### config.mk
export PLATFORM = sky130hd
export DESIGN_NAME = spi_word_receiver
export DESIGN_NICKNAME = d
export VERILOG_FILES = /design/src/rtl/spi_word_receiver.sv
export SDC_FILE = /design/constraint.sdc
export NUM_CORES = 1
export LEC_CHECK = 0
export ABC_AREA = 1
export BUFFER_PORTS_ARGS = -buffer_cell sky130_fd_sc_hd__buf_2
export CAP_MARGIN = 20
export CELL_PAD_IN_SITES_DETAIL_PLACEMENT = 1
export CELL_PAD_IN_SITES_GLOBAL_PLACEMENT = 1
export CORE_AREA = 2 2 86 88
export CTS_BUF_LIST = sky130_fd_sc_hd__clkbuf_2 sky130_fd_sc_hd__clkbuf_4 sky130_fd_sc_hd__clkbuf_8
export CTS_CLUSTER_SIZE = 28
export DETAILED_ROUTE_END_ITERATION = 6
export DIE_AREA = 0 0 88 90
export PLACE_DENSITY_LB_ADDON = 0.1
export SYNTH_ARGS = -nofsm -noshare
export SYNTH_HDL_FRONTEND = slang
export SYNTH_SLANG_ARGS = --single-unit
### constraint.sdc
create_clock -name clk -period 2.3 [get_ports clk]
set_input_delay 0.115 -clock clk [delete_from_list [all_inputs] [get_ports clk]]
set_output_delay 0.115 -clock clk [all_outputs]
set_load 0.02 [all_outputs]
### src/rtl/spi_word_receiver.sv
// -----------------------------------------------------------------------------
// spi_word_receiver
//
// SPI slave receiver that runs entirely in the system clock domain. SCK, SDI
// and CS are brought in through two-flop synchronisers. The SCK sample edge is
// found by comparing the synchronised SCK with a third, delayed copy. Words of
// DATA_BITS bits are assembled in either bit order. Each completed word is
// pushed into a first-word-fall-through FIFO, which the consumer drains with a
// valid/ready handshake.
//
// Parameters
//   DATA_BITS  : bits per word (2..32)
//   CPOL       : SCK idle level
//   CPHA       : 0 = sample on leading SCK edge, 1 = sample on trailing edge
//   MSB_FIRST  : 1 = first bit lands in bit DATA_BITS-1, 0 = lands in bit 0
//   FIFO_DEPTH : output FIFO entries (power of two, >= 2)
//
// Ports
//   clk, rst   : system clock, asynchronous active-high reset
//   sck/sdi/cs : raw SPI pins, asynchronous to clk (cs active-high)
//   rxReady    : consumer accepts rxData this cycle
//   clrErr     : one-cycle pulse clearing overflow and frameErr
//   rxData     : oldest FIFO word, or 0 when the FIFO is empty
//   rxValid    : FIFO not empty
//   fifoCount  : number of FIFO entries
//   overflow   : sticky, a completed word was dropped because the FIFO was full
//   frameErr   : sticky, cs went low with a partial word in the shifter
//   busy       : receiver is in the SHIFT state
// -----------------------------------------------------------------------------
module spi_word_receiver #(
  parameter int DATA_BITS  = 8,
  parameter int CPOL       = 0,
  parameter int CPHA       = 0,
  parameter int MSB_FIRST  = 1,
  parameter int FIFO_DEPTH = 4
) (
  input  logic                          clk,
  input  logic                          rst,
  input  logic                          sck,
  input  logic                          sdi,
  input  logic                          cs,
  input  logic                          rxReady,
  input  logic                          clrErr,
  output logic [DATA_BITS-1:0]          rxData,
  output logic                          rxValid,
  output logic [$clog2(FIFO_DEPTH):0]   fifoCount,
  output logic                          overflow,
  output logic                          frameErr,
  output logic                          busy
);

  localparam int PTR_W = $clog2(FIFO_DEPTH);
  localparam int CNT_W = PTR_W + 1;
  localparam int BIT_W = $clog2(DATA_BITS + 1);

  localparam logic             SCK_IDLE    = (CPOL != 0);
  // Leading edge is rising for CPOL=0, so CPOL==CPHA always means rising.
  localparam logic             SAMPLE_RISE = (CPOL == CPHA);
  localparam logic [BIT_W-1:0] LAST_BIT    = BIT_W'(DATA_BITS - 1);
  localparam logic [CNT_W-1:0] FULL_CNT    = CNT_W'(FIFO_DEPTH);

  typedef enum logic [0:0] {
    ST_IDLE  = 1'b0,
    ST_SHIFT = 1'b1
  } state_t;

  // Synchroniser flops
  logic sck_meta_q, sck_sync_q, sck_prev_q;
  logic sdi_meta_q, sdi_sync_q;
  logic cs_meta_q,  cs_sync_q;
  logic sck_meta_d, sck_sync_d, sck_prev_d;
  logic sdi_meta_d, sdi_sync_d;
  logic cs_meta_d,  cs_sync_d;

  // Receiver state
  state_t                 state_q, state_d;
  logic [BIT_W-1:0]       bit_cnt_q, bit_cnt_d;
  // Holds the DATA_BITS-1 bits received so far; the last bit is merged on
  // the fly so the completed word never needs a separate register.
  logic [DATA_BITS-2:0]   partial_q, partial_d;
  logic [DATA_BITS-1:0]   shifted_s;
  logic                   sample_s;
  logic                   commit_s;
  logic                   frame_set_s;

  // FIFO
  logic [DATA_BITS-1:0]   mem_q [FIFO_DEPTH];
  logic [DATA_BITS-1:0]   mem_d [FIFO_DEPTH];
  logic [PTR_W-1:0]       wr_ptr_q, wr_ptr_d;
  logic [PTR_W-1:0]       rd_ptr_q, rd_ptr_d;
  logic [CNT_W-1:0]       count_q, count_d;
  logic                   rx_valid_q, rx_valid_d;
  logic                   pop_s, push_s, full_s, ovf_set_s;

  // Flags and status
  logic                   overflow_q, overflow_d;
  logic                   frame_err_q, frame_err_d;
  logic                   busy_q, busy_d;

  // Synchroniser next values and sample-edge detection
  always_comb begin
    sck_meta_d = sck;
    sck_sync_d = sck_meta_q;
    sck_prev_d = sck_sync_q;
    sdi_meta_d = sdi;
    sdi_sync_d = sdi_meta_q;
    cs_meta_d  = cs;
    cs_sync_d  = cs_meta_q;
    if (SAMPLE_RISE) begin
      sample_s = sck_sync_q & ~sck_prev_q;
    end else begin
      sample_s = ~sck_sync_q & sck_prev_q;
    end
  end

  // Word assembly in the selected bit order
  generate
    if (MSB_FIRST != 0) begin : g_msb_first
      always_comb begin
        shifted_s = {partial_q, sdi_sync_q};
      end
    end else begin : g_lsb_first
      always_comb begin
        shifted_s = {sdi_sync_q, partial_q};
      end
    end
  endgenerate

  // Receiver next-state logic: IDLE waits for cs, SHIFT counts sample edges
  always_comb begin
    state_d     = state_q;
    bit_cnt_d   = bit_cnt_q;
    partial_d   = partial_q;
    commit_s    = 1'b0;
    frame_set_s = 1'b0;
    case (state_q)
      ST_IDLE: begin
        bit_cnt_d = '0;
        if (cs_sync_q) begin
          state_d = ST_SHIFT;
        end else begin
          state_d = ST_IDLE;
        end
      end
      ST_SHIFT: begin
        if (!cs_sync_q) begin
          // cs low wins over a coincident sample edge; any partial word is lost
          state_d   = ST_IDLE;
          bit_cnt_d = '0;
          if (bit_cnt_q != '0) begin
            frame_set_s = 1'b1;
          end else begin
            frame_set_s = 1'b0;
          end
        end else if (sample_s) begin
          if (MSB_FIRST != 0) begin
            partial_d = shifted_s[DATA_BITS-2:0];
          end else begin
            partial_d = shifted_s[DATA_BITS-1:1];
          end
          if (bit_cnt_q == LAST_BIT) begin
            // Counter wraps straight to 0 so the next edge is bit 0 of a new word
            commit_s  = 1'b1;
            bit_cnt_d = '0;
          end else begin
            bit_cnt_d = bit_cnt_q + BIT_W'(1);
          end
        end else begin
          state_d = ST_SHIFT;
        end
      end
      default: begin
        state_d   = ST_IDLE;
        bit_cnt_d = '0;
      end
    endcase
  end

  // FIFO control: a pop in the commit cycle frees the slot for the new word
  always_comb begin
    mem_d     = mem_q;
    pop_s     = rx_valid_q & rxReady;
    full_s    = (count_q == FULL_CNT);
    push_s    = commit_s & (~full_s | pop_s);
    ovf_set_s = commit_s & full_s & ~pop_s;
    if (push_s) begin
      mem_d[wr_ptr_q] = shifted_s;
      wr_ptr_d        = wr_ptr_q + PTR_W'(1);
    end else begin
      wr_ptr_d        = wr_ptr_q;
    end
    if (pop_s) begin
      rd_ptr_d = rd_ptr_q + PTR_W'(1);
    end else begin
      rd_ptr_d = rd_ptr_q;
    end
    count_d    = count_q + CNT_W'(push_s) - CNT_W'(pop_s);
    rx_valid_d = (count_d != '0);
  end

  // Sticky flags (set beats clear) and busy status
  always_comb begin
    if (ovf_set_s) begin
      overflow_d = 1'b1;
    end else if (clrErr) begin
      overflow_d = 1'b0;
    end else begin
      overflow_d = overflow_q;
    end
    if (frame_set_s) begin
      frame_err_d = 1'b1;
    end else if (clrErr) begin
      frame_err_d = 1'b0;
    end else begin
      frame_err_d = frame_err_q;
    end
    busy_d = (state_d == ST_SHIFT);
  end

  // Synchroniser registers; SCK copies reset to the idle level
  always_ff @(posedge clk or posedge rst) begin
    if (rst) begin
      sck_meta_q <= SCK_IDLE;
      sck_sync_q <= SCK_IDLE;
      sck_prev_q <= SCK_IDLE;
      sdi_meta_q <= 1'b0;
      sdi_sync_q <= 1'b0;
      cs_meta_q  <= 1'b0;
      cs_sync_q  <= 1'b0;
    end else begin
      sck_meta_q <= sck_meta_d;
      sck_sync_q <= sck_sync_d;
      sck_prev_q <= sck_prev_d;
      sdi_meta_q <= sdi_meta_d;
      sdi_sync_q <= sdi_sync_d;
      cs_meta_q  <= cs_meta_d;
      cs_sync_q  <= cs_sync_d;
    end
  end

  // Receiver state registers
  always_ff @(posedge clk or posedge rst) begin
    if (rst) begin
      state_q   <= ST_IDLE;
      bit_cnt_q <= '0;
      partial_q <= '0;
    end else begin
      state_q   <= state_d;
      bit_cnt_q <= bit_cnt_d;
      partial_q <= partial_d;
    end
  end

  // FIFO storage, pointers and occupancy
  always_ff @(posedge clk or posedge rst) begin
    if (rst) begin
      for (int i = 0; i < FIFO_DEPTH; i++) begin
        mem_q[i] <= '0;
      end
      wr_ptr_q   <= '0;
      rd_ptr_q   <= '0;
      count_q    <= '0;
      rx_valid_q <= 1'b0;
    end else begin
      mem_q      <= mem_d;
      wr_ptr_q   <= wr_ptr_d;
      rd_ptr_q   <= rd_ptr_d;
      count_q    <= count_d;
      rx_valid_q <= rx_valid_d;
    end
  end

  // Flag and status registers
  always_ff @(posedge clk or posedge rst) begin
    if (rst) begin
      overflow_q  <= 1'b0;
      frame_err_q <= 1'b0;
      busy_q      <= 1'b0;
    end else begin
      overflow_q  <= overflow_d;
      frame_err_q <= frame_err_d;
      busy_q      <= busy_d;
    end
  end

  // FWFT read port: head entry, forced to 0 while empty
  always_comb begin
    if (rx_valid_q) begin
      rxData = mem_q[rd_ptr_q];
    end else begin
      rxData = '0;
    end
  end

  assign rxValid   = rx_valid_q;
  assign fifoCount = count_q;
  assign overflow  = overflow_q;
  assign frameErr  = frame_err_q;
  assign busy      = busy_q;

endmodule

==> results.md, run 1 <==
- Status: completed
- Port bufs: 21
- Max frequency: 474.3 MHz
- Number of synthesized flops with an enable pin: 0
- Cells after synthesis: 331
- Flop pwr share: 52.5%
- Most common cell on crit path: inv_1
- Crit path launch type: register
- Final period utilization: 91.66%
- Overall routed net length: 7606 um
- Clock Path Buffers: 2
- Gpl congestion: 0.8039
- Final Hold Vio Count: 0
- Num rows: 31
- CP arrival: 2.34 ns
- Nature of the critical path endpoint: register
- Clk sinks: 61
- Vias in the first global route: 2504
- Setup violators final: 0
- Critical path type: register to register
- Switch share: 29.80%
- Combinational share of power: 11.2%
- Total die area: 7920 um2
- Share of cells above drive strength 1: 19.19%
- Flop2flop setup slack: 0.19 ns
- Distinct cell type count after synthesis: 28
- Max stage delay cell, worst path: fa_2
- Power per Cell Area: 661.9 nW/um2
- Crit path largest cell delay: 0.51 ns
- Vias per cell: 5.006
- Post-synth net total: 347
- First-pass GRT wire length: 12430 um
- Die Span X: 88 um
- Die height: 90 um
- Vias after detailed routing: 2348
- Starting Density: 42.02%
- Worst reg-to-reg path cell count: 12
- Setup_tns: 0 ns
- Clk_skew: 0.007498 ns
- Critical path cell sequence: ha_4 > nand3_4 > nor2_8 > nand2_2 > ha_4 > inv_1 > ha_1 > inv_1 > fa_2 > inv_1 > nor2_1 > nand2b_1
- Number of remaining DRC errors: 0
- # Max-Cap Violations: 0
- Slew Viols, Final: 0
- Register bit total from synthesis: 61
- WL per Instance: 16.22 um
- NetSw: 0.0006734 W
- Synthesized area: 2950 um2
- # IOs: 22
- Power Total: 0.002259 W
- Post-synthesis sequential area ratio: 51.74%
- CP max FO: 3
- R2R Path Start: bit_cnt_q[1]$_DFFE_PP0P_
- CTS Buf Count: 9
- RSZ-0062 raised after global routing: false
- Worst vdd ir: 0.3134 mV
- FILL cells: 822
- PnR worst setup slack: 0.1918 ns
- CTS Root Cell: clkbuf_8
- P&R area growth vs syn: 15.69%
- H-tree depth: 3
- CP endpoint: rxValid$_DFF_PP0_
- Critical path origin: bit_cnt_q[1]$_DFFE_PP0P_
- Initial drt markers: 109
- Final Hold Slack: 0.1844 ns
- Worst-Margin Slew: 0.4433 ns
- Mean Syn Cell Area: 8.913 um2
- Clock slew at reported path FFs: 0.07 ns
- Post-synth ARST share: 100.0%
- Pre-CTS setup slack: 0.06533 ns
- Tot GR Track Use: 20.98%
- Ys flop type: dfrtp_1
- Antenna viol nets, final: 0
- Tmin final: 2.108 ns
- Core area: 7020 um2
- R2r endpoint: rxValid$_DFF_PP0_
- Fin nets: 381
- Slew headroom: 70.45%
- Aggregate global routing overflow: 0
- Clk_lat worst skew: 0.34 ns
- Largest net degree at the start of global routing: 62
- Int Pwr: 0.001586 W
- Leak: 1.765 nW
- Post-DP HPWL: 5082 um
- Antenna diodes: 0
- DRT Pass-1 Iters: 4
- Clock Power Share: 36.4%
- Yosys warnings: 0
- Initial antenna violation count: 0
- Clock tree from TritonCTS: yes
- Worst hold-check path type: input port to register
- Crit path required time: 2.53 ns
-- cells in the mapped netlist (all sizes together) (2+ instances only) --
| cell | instances | area (um2) |
|---|---|---|
| nand3 | 6 | 40.04 |
| o21ai | 26 | 130.1 |
| dfrtp | 61 | 1526 |
| inv | 25 | 93.84 |
| nand2 | 94 | 365.3 |
| xor2 | 2 | 17.52 |
| ha | 8 | 100.1 |
| nor2 | 44 | 203.9 |
| clkbuf | 4 | 18.76 |
| o22ai | 2 | 12.51 |
| a21oi | 9 | 45.04 |
| buf | 12 | 111.4 |
| nand4 | 36 | 259.0 |
-- worst max-delay path, delay by kind of cell (launching register included) --
kind	cells	cell delay [ns]
adders and majority gates	4	1.02
buffers and inverters	3	0.15
DFF	1	0.41
and+or+nand+nor	5	0.42
-- how the worst min path moves through the flow --
| stage | start | endpoint | slack, ns | cells past startpoint |
|---|---|---|---|---|
| 2_1_floorplan | cs | cs_meta_q$_DFF_PP0_ | 0.15 | 0 |
| 3_3_place_gp | rst | fifoCount[0]$_DFF_PP0_ | 0.21 | 3 |
| 3_5_place_dp | rst | fifoCount[1]$_DFF_PP0_ | 0.21 | 3 |
| 4_1_cts | rxReady | rd_ptr_q[0]$_DFFE_PP0P_ | 0.18 | 4 |
| 5_1_grt | rxReady | rd_ptr_q[0]$_DFFE_PP0P_ | 0.25 | 4 |
| 6_report | rxReady | rd_ptr_q[0]$_DFFE_PP0P_ | 0.18 | 4 |
-- stage by stage --
step / instance area [um2] / instances / utilization (%)
3_3_place_gp: 3107 / 441 / 44.25
6_report: 3413 / 469 / 48.62
5_1_grt: 3413 / 469 / 48.62
4_1_cts: 3323 / 462 / 47.34
3_5_place_dp: 3107 / 441 / 44.25
2_1_floorplan: 2950 / 331 / -
-- layout make-up --
class,instances,area (um2),share of cell area [%]
flip-flops and latches,61,1526,44.72
multi-input cells,229,1237,36.25
repair buffers,39,265.3,7.771
clock buffers,9,123.9,3.629
well taps,99,123.9,3.629
inverters,25,93.84,2.749
clock inverters,7,42.54,1.246
-- state kept, by name, indices dropped and copies added (netlist names), 2 cells and up --
signal,cells
mem_q,32
partial_q,7
bit_cnt_q,4
fifoCount,3
rd_ptr_q,2
wr_ptr_q,2
-- layer usage --
layer	vias up	share of wire, %	track usage (%)
met1	1154	45	26.27
met4	0	2.0	9.487
met2	28	51	35.23
met3	11	2.2	3.122
li1	1155	-	-
met5	-	0	0
-- power groups by stage --
stage | sequential [W] | clock, W | combinational [W]
global route | 0.00119 | 0.000893 | 0.000291
detailed placement | 0.00121 | 0 | 0.000244
global placement | 0.00120 | 0 | 0.000237
floorplan | 0.00118 | 0 | 0.000170
finish | 0.00119 | 0.000821 | 0.000252
CTS | 0.00118 | 0.000851 | 0.000251
-- kinds of logic (layout without fill, tap and decap cells) --
group                    count (synthesis)  in the layout  synth area share (%)
AND/OR/NAND/NOR                        181            181                 29.64
flip-flops                              61             61                 51.74
buffers and inverters                   41             80                 7.591
AO/OA/AOI/OAI                           37             37                 6.361
adder cells (fa/ha/maj)                  9              9                 4.071
XOR/XNOR                                 2              2                0.5938
-- what timing repair did --
item | in CTS | in global routing
hold buffers | 5 | 0
resized for setup | 0 | 6
setup buffers | 0 | 7
endpoints found under the hold margin | 66 | 0
endpoints found under the setup margin | 0 | 1
-- layout by cell type (no fill, tap or decap), drive strengths merged --
| cell type | n |
|---|---|
| a21oi | 9 |
| nand4 | 36 |
| dlygate4sd3 | 5 |
| nand3 | 6 |
| inv | 25 |
| o21ai | 26 |
| ha | 8 |
| dfrtp | 61 |
| o22ai | 2 |
| clkinv | 4 |
| nor2 | 44 |
| clkinvlp | 3 |
| fa | 1 |
| buf | 34 |
| nand2 | 94 |
| xor2 | 2 |
| nand2b | 1 |
| clkbuf | 9 |
(Power assumes the default switching activity.)
==> run 2: changes to the inputs <==
--- a/config.mk
+++ b/config.mk
@@ -15,7 +15,7 @@
 export CTS_CLUSTER_SIZE = 28
 export DETAILED_ROUTE_END_ITERATION = 6
 export DIE_AREA = 0 0 88 90
-export PLACE_DENSITY_LB_ADDON = 0.1
+export PLACE_DENSITY_LB_ADDON = 0.25
 export SYNTH_ARGS = -nofsm -noshare
 export SYNTH_HDL_FRONTEND = slang
 export SYNTH_SLANG_ARGS = --single-unit
==> results.md, run 2 (same netlist as run 1, synthesis figures left out) <==
- Overall routed net length: 7359 um (-3.2%)
- First-pass GRT wire length: 12430 um (unchanged)
- Slew headroom: 57.77% (-13 points)
- CP max FO: 3 (unchanged)
- CTS Buf Count: 9 (unchanged)
- WL per Instance: 15.69 um (-3.2%)
- Antenna viol nets, final: 0 (unchanged)
- Worst-Margin Slew: 0.6325 ns (+0.1892 ns)
- Worst vdd ir: 0.3231 mV (+3.1%)
- Number of flip-flops in the largest register: 32 (unchanged)
- Total die area: 7920 um2 (unchanged)
- Dpl cells: 441 (unchanged)
- Crit-path leading delay family: adder cells
- P&R area growth vs syn: 16.58%
- H-tree depth: 3 (unchanged)
- Largest net degree at the start of global routing: 40 (-35%)
- Critical path origin: bit_cnt_q[1]$_DFFE_PP0P_
- WP buf/inv: 2 (-1)
- DRT Pass-1 Iters: 5 (+1)
- Tmin final: 2.160 ns (+0.05150 ns)
- CP endpoint: rxValid$_DFF_PP0_
- Die height: 90 um (unchanged)
- R2r endpoint: rxValid$_DFF_PP0_
- Clk_skew: 0.006250 ns (-0.001248 ns)
- Status: completed
- Antenna diodes: 0 (unchanged)
- CP arrival: 2.39 ns (+0.05 ns)
- Switch share: 26.51% (-3.3 points)
- Clock Path Buffers: 2 (unchanged)
- Setup violators final: 0 (unchanged)
- Final period utilization: 93.90% (+2.2 points)
- # IOs: 22 (unchanged)
- Power per Cell Area: 713.6 nW/um2 (+7.8%)
- Share of cells above drive strength 1: 18.65% (-0.54 points)
- Largest regs: mem_q x32, partial_q x7, bit_cnt_q x4
- FF+latch area: 1526 um2 (unchanged)
- R2R Path Start: bit_cnt_q[1]$_DFFE_PP0P_
- CP Depth: 11 (-1)
- Cell Count, Final, Fillers Out: 469 (unchanged)
- Max stage delay cell, worst path: dfrtp_1
- Worst hold-check path type: input port to register
- # Max-Cap Violations: 0 (unchanged)
- Vias after detailed routing: 2360 (+0.51%)
- Commonest non-fill, non-tap cell in the layout: nand2_1
- PnR worst setup slack: 0.1403 ns (-0.05150 ns)
- Gpl congestion: 0.8232 (+2.4%)
- Num rows: 31 (unchanged)
- Leak: 1.789 nW (+1.3%)
- Vias in the first global route: 2475 (-1.2%)
- Area occupied by multi-input gates: 1227 um2 (-0.81%)
- Power Total: 0.002455 W (+8.6%)
- Flop2flop setup slack: 0.14 ns (-0.05 ns)
- Vias per cell: 5.032 (+0.51%)
- Tot GR Track Use: 20.79% (-0.19 points)
- NetSw: 0.0006506 W (-3.4%)
- Clock tree from TritonCTS: yes
- Final Hold Vio Count: 0 (unchanged)
- Critical path cell sequence: ha_4 > nand3_4 > nor2_8 > nand2_4 > ha_1 > inv_1 > ha_1 > inv_1 > fa_1 > xor2_1 > nand2b_1
- Slew Viols, Final: 0 (unchanged)
- Flop pwr share: 47.9% (-4.6 points)
- Nature of the critical path endpoint: register
- Max frequency: 463.0 MHz (-2.4%)
- Core area: 7020 um2 (unchanged)
- Crit path largest cell delay: 0.41 ns (-0.10 ns)
- Crit path launch type: register
- Number of remaining DRC errors: 0 (unchanged)
- Most frequent cells in the layout: nand2_1 (90), dfrtp_1 (61), nor2_1 (40), nand4_1 (32), o21ai_0 (24)
- Combinational share of power: 10.6% (-0.6 points)
- Port bufs: 21 (unchanged)
- Pre-CTS setup slack: 0.006653 ns (-0.05868 ns)
- Worst reg-to-reg path cell count: 11 (-1)
- Placed inst area: 3094 um2 (-0.40%)
- Aggregate global routing overflow: 0 (unchanged)
- Clock Power Share: 41.5% (+5.1 points)
- CTS Root Cell: clkbuf_8
- Fin nets: 381 (unchanged)
- Die Span X: 88 um (unchanged)
- Clock slew at reported path FFs: 0.07 ns (about the same)
- Final Cell Area: 3440 um2 (+0.77%)
- Reg with most FFs: mem_q
- Post-DP HPWL: 5018 um (-1.3%)
- Clk_lat worst skew: 0.34 ns (about the same)
- Int Pwr: 0.001804 W (+14%)
- FILL cells: 829 (+0.85%)
- Initial antenna violation count: 0 (unchanged)
- Critical path type: register to register
- Crit path required time: 2.53 ns (about the same)
- Starting Density: 42.02% (unchanged)
- Clk sinks: 61 (unchanged)
- Initial drt markers: 142 (+30%)
==> run 2: cell types whose count changed in the layout (fill, tap and decap cells not counted), sizes merged <==
cell      delta
clkbuf       +4
clkinv       -3
clkinvlp     -2
bufinv       +1
==> run 2: power by group through the flow <==
stage | registers (W) | logic, W | clock network [W]
finish | 0.00118 | 0.000259 | 0.00102
global route | 0.00118 | 0.000303 | 0.00109
floorplan | 0.00118 | 0.000170 | 0
detailed placement | 0.00120 | 0.000250 | 0
CTS | 0.00118 | 0.000257 | 0.00104
global placement | 0.00119 | 0.000243 | 0
==> run 2: through the flow <==
stage	setup TNS [ns]	hold WS, ns	util [%]
floorplan	0	0.1464	-
global placement	0	0.2240	44.07
detailed placement	0	0.2251	44.07
CTS	0	0.1828	47.85
global route	-0.006011	0.2239	48.99
finish	0	0.1839	48.99
==> run 2: per-layer routing <==
metal  part of all wire (%)  vias to the layer above  GRT usage [%]  wire (um)
li1                       -                     1155              -          -
met1                     47                     1160          28.69       3463
met2                     49                       37          32.07       3619
met3                    2.2                        8          4.132        162
met4                    1.5                        0          8.077        113
met5                      0                        -              0          0
==> run 2: worst register-to-register path, delay by kind of cell (launching register included) <==
family / cells / cell delay, ns
fa+ha+maj: 4 / 0.94
simple gates: 4 / 0.43
flops: 1 / 0.41
xor+xnor: 1 / 0.18
buf+inv: 2 / 0.11
==> run 2: worst min path at each step <==
stage,startpoint,end,depth (start not counted)
6_report,rxReady,rd_ptr_q[0]$_DFFE_PP0P_,4
5_1_grt,rxReady,rd_ptr_q[0]$_DFFE_PP0P_,4
4_1_cts,rxReady,rd_ptr_q[0]$_DFFE_PP0P_,4
3_5_place_dp,cs,cs_meta_q$_DFF_PP0_,1
3_3_place_gp,cs,cs_meta_q$_DFF_PP0_,1
2_1_floorplan,cs,cs_meta_q$_DFF_PP0_,0
==> run 2: timing repair <==
item                                    in CTS  in global routing
gates resized for setup                      0                  5
hold buffers                                 5                  0
endpoints found under the hold margin       33                  0
endpoints found under the setup margin       0                  2
buffers inserted                             0                  7
==> run 2: cell type report <==
type,count,share of cell area (%)
clock buffers,13,5.020
clock inverters,3,1.237
inverters,25,2.728
multi-input cells,229,35.69
flip-flops and latches,61,44.38
well taps,99,3.601
repair buffers,39,7.348
==> run 3: changes to the inputs <==
--- a/config.mk
+++ b/config.mk
@@ -5,16 +5,16 @@
 export SDC_FILE = /design/constraint.sdc
 export NUM_CORES = 1
 export LEC_CHECK = 0
-export ABC_AREA = 1
+export ABC_AREA = 0
 export BUFFER_PORTS_ARGS = -buffer_cell sky130_fd_sc_hd__buf_2
 export CAP_MARGIN = 20
 export CELL_PAD_IN_SITES_DETAIL_PLACEMENT = 1
 export CELL_PAD_IN_SITES_GLOBAL_PLACEMENT = 1
-export CORE_AREA = 2 2 86 88
+export CORE_AREA = 2 2 79 81
 export CTS_BUF_LIST = sky130_fd_sc_hd__clkbuf_2 sky130_fd_sc_hd__clkbuf_4 sky130_fd_sc_hd__clkbuf_8
 export CTS_CLUSTER_SIZE = 28
 export DETAILED_ROUTE_END_ITERATION = 6
-export DIE_AREA = 0 0 88 90
+export DIE_AREA = 0 0 81 83
 export PLACE_DENSITY_LB_ADDON = 0.25
 export SYNTH_ARGS = -nofsm -noshare
 export SYNTH_HDL_FRONTEND = slang
==> constraint.sdc (replaced) <==
create_clock -name clk -period 1.76 [get_ports clk]
set_input_delay 0.088 -clock clk [delete_from_list [all_inputs] [get_ports clk]]
set_output_delay 0.088 -clock clk [all_outputs]
set_load 0.02 [all_outputs]
==> results.md, run 3 <==
- Max frequency: 394.1 MHz (-15%)
- First-pass GRT wire length: 9729 um (-22%)
- Yosys warnings: 0 (unchanged)
- Antenna viol nets, final: 0 (unchanged)
- H-tree depth: 3 (unchanged)
- Post-synth top cells: dfrtp_1 (61), mux2_2 (39), inv_1 (11)
- Starting Density: 45.61% (+3.6 points)
- Count leader, synth: dfrtp_1
- Largest regs: mem_q x32, partial_q x7, bit_cnt_q x4
- Core area: 5816 um2 (-17%)
- Post-synth ARST share: 100.0% (unchanged)
- CTS Root Cell: clkbuf_8
- CP max FO: 2 (-1)
- WL per Instance: 19.00 um (+21%)
- Share of cells above drive strength 1: 55.60% (+37 points)
- CP arrival: 2.76 ns (+0.37 ns)
- Pre-CTS setup slack: -0.8917 ns (-0.8984 ns)
- Dominant cell type by area after synthesis: dfrtp_1
- Post-DP HPWL: 3999 um (-20%)
- Overall routed net length: 6005 um (-18%)
- Power Total: 0.003779 W (+54%)
- Setup_tns: -1.751 ns (-1.751 ns)
- Clk_skew: 0.01363 ns (+0.007378 ns)
- Port bufs: 21 (unchanged)
- Gpl congestion: 0.7942 (-3.5%)
- Antenna diodes: 0 (unchanged)
- Ys flop type: dfrtp_1
- Clock slew at reported path FFs: 0.08 ns (about the same)
- Reg with most FFs: mem_q
- Distinct cell type count after synthesis: 26 (-7.1%)
- Vias in the first global route: 1850 (-25%)
- Slew Viols, Final: 0 (unchanged)
- PnR worst setup slack: -0.7773 ns (-0.9175 ns)
- Worst vdd ir: 0.5601 mV (+73%)
- Total die area: 6723 um2 (-15%)
- Status: complete, but fails checks
- Register bit total from synthesis: 61 (unchanged)
- Initial antenna violation count: 0 (unchanged)
- Nature of the critical path endpoint: register
- DRT Pass-1 Iters: 4 (-1)
- Most frequent cells in the layout: dfrtp_1 (59), mux2_2 (39), buf_4 (20), buf_2 (13), buf_6 (10)
- Clk_lat worst skew: 0.35 ns (about the same)
- Failing checks: setup timing
- Vias per cell: 5.161 (+2.6%)
- Final Cell Area: 3440 um2 (unchanged)
- Number of flip-flops in the largest register: 32 (unchanged)
- Worst-Margin Slew: 0.4949 ns (-0.1376 ns)
- Fin nets: 252 (-34%)
- Mean Syn Cell Area: 14.99 um2 (+68%)
- Number of remaining DRC errors: 0 (unchanged)
- Placed inst area: 3014 um2 (-2.6%)
- Tmin final: 2.537 ns (+0.3775 ns)
- Number of synthesized flops with an enable pin: 0 (unchanged)
- Crit-path leading delay family: adder cells
- Largest cells by area after synthesis: dfrtp_1 (58%), mux2_2 (17%), mux4_2 (6.8%)
- Die height: 83 um (-7.8%)
- Crit path launch type: register
- Worst hold-check path type: input port to register
- Critical path type: register to register
- P&R area growth vs syn: 29.67%
- Commonest non-fill, non-tap cell in the layout: dfrtp_1
- Cells after synthesis: 177 (-47%)
- # Max-Cap Violations: 0 (unchanged)
- Clock tree from TritonCTS: yes
- Cell Count, Final, Fillers Out: 316 (-33%)
- Initial drt markers: 40 (-72%)
- Tot GR Track Use: 20.18% (-0.61 points)
- Yosys top cell area share: 57.55% (+5.8 points)
- Num rows: 28 (-9.7%)
- Post-synth net total: 193 (-44%)
- Leak: 1.670 nW (-6.6%)
- Power per Cell Area: 1099 nW/um2 (+54%)
- Aggregate global routing overflow: 0 (unchanged)
- Slew headroom: 67.01% (+9.2 points)
- Synthesized area: 2653 um2 (-10%)
- Post-synthesis sequential area ratio: 57.55% (+5.8 points)
- # IOs: 22 (unchanged)
- Vias after detailed routing: 1631 (-31%)
- Clk sinks: 61 (unchanged)
- Max stage delay cell, worst path: dfrtp_1
- Final period utilization: 144.2% (+50 points)
- Critical path cell sequence: ha_2 > nand3b_1 > a211oi_4 > inv_1 > ha_1 > inv_1 > ha_2 > inv_2 > fa_2 > xnor2_2 > xnor2_2 > or3_1
- Die Span X: 81 um (-8.0%)
- Clock Path Buffers: 2 (unchanged)
- CTS Buf Count: 9 (unchanged)
- Largest net degree at the start of global routing: 46 (+15%)
- RSZ-0062 raised after global routing: true
- Dpl cells: 289 (-34%)
- Crit path required time: 1.99 ns (-0.54 ns)
- Final Hold Vio Count: 0 (unchanged)
- WP buf/inv: 3 (+1)
- Setup violators final: 6 (+6)
- Crit path largest cell delay: 0.35 ns (-0.06 ns)
## run 3: cell types whose count changed after synthesis, moves of 4 or more
cell,previous run,this run
mux4_2,0,8
a21oi_1,9,1
nor2_1,40,7
inv_1,22,11
buf_2,5,1
mux2_2,0,39
nand4_1,32,1
xnor2_1,0,4
and2_1,0,9
o21ai_0,24,2
nand3_1,4,0
nand2_1,91,7
## run 3: kinds of logic (layout without fill, tap and decap cells)
logic type      after synthesis  in the layout  synth area share [%]
simple gates                 33             33                 7.972
fa+ha+maj                     9              9                 4.528
flops                        61             61                 57.55
xor+xnor                      6              6                 1.981
mux                          49             49                 24.15
compound gates                6              6                 1.934
buf+inv                      13             77                 1.886
## run 3: worst paths after layout
path                                           to                startpoint  cells after the start  slack (ns)
setup / recovery                rxValid$_DFF_PP0_  bit_cnt_q[1]$_DFFE_PP0P_                     12       -0.78
hold / removal               overflow$_DFFE_PP0P_                   rxReady                      5        0.21
setup reg to reg                rxValid$_DFF_PP0_  bit_cnt_q[1]$_DFFE_PP0P_                     12       -0.78
hold reg to reg               cs_sync_q$_DFF_PP0_       cs_meta_q$_DFF_PP0_                      0        0.35
max in group asynchronous   mem_q[13]$_DFFE_PP0P_                       rst                      4        0.92
min in group asynchronous  fifoCount[2]$_DFF_PP0_                       rst                      3        0.27
## run 3: tightest hold or removal path: stages
cell and delay, ns:
buf_2 0.09, a211oi_2 0.05, buf_4 0.14, nand2_1 0.07, o32ai_1 0.08
## run 3: what timing repair did
item                                    CTS  global route
gates cloned                              1             0
hold buffers                              5             0
resized for setup                        33             7
pin swaps                                 8             1
setup buffers                             5             4
endpoints found under the hold margin    21             0
endpoints found under the setup margin   42            41
## run 3: report_power, final
| group | total [W] | leakage, nW | switching, W | internal [W] |
|---|---|---|---|---|
| clock | 0.00122 | 0.0957 | 0.000558 | 0.000666 |
| combinational | 0.000857 | 0.764 | 0.000406 | 0.000450 |
| sequential | 0.00170 | 0.810 | 0.000175 | 0.00152 |
| total | 0.00378 | 1.67 | 0.00114 | 0.00264 |
## run 3: metal layers
metal / vias up / global-route usage [%] / share of wire (%)
met3: 11 / 3.478 / 1.9
met2: 25 / 35.84 / 56
met1: 861 / 23.07 / 40
li1: 734 / - / -
met5: - / 0 / 0
met4: 0 / 9.399 / 2.1
## run 3: metrics by stage
| stage | utilization [%] | hold WS (ns) |
|---|---|---|
| after floorplan | - | 0.1194 |
| after global placement | 51.83 | 0.07702 |
| after detailed placement | 51.83 | 0.09843 |
| after CTS | 58.78 | 0.2014 |
| after global routing | 59.14 | 0.2453 |
| final | 59.14 | 0.2107 |
## run 3: final cells by class
| class | count | area [um2] |
|---|---|---|
| Clock inverter | 6 | 63.81 |
| Inverter | 11 | 41.29 |
| Multi-Input combinational cell | 103 | 1162 |
| Tap cell | 75 | 93.84 |
| Fill cell | 566 | 2376 |
| Clock buffer | 10 | 131.4 |
| Sequential cell | 61 | 1529 |
| Timing Repair Buffer | 50 | 417.9 |
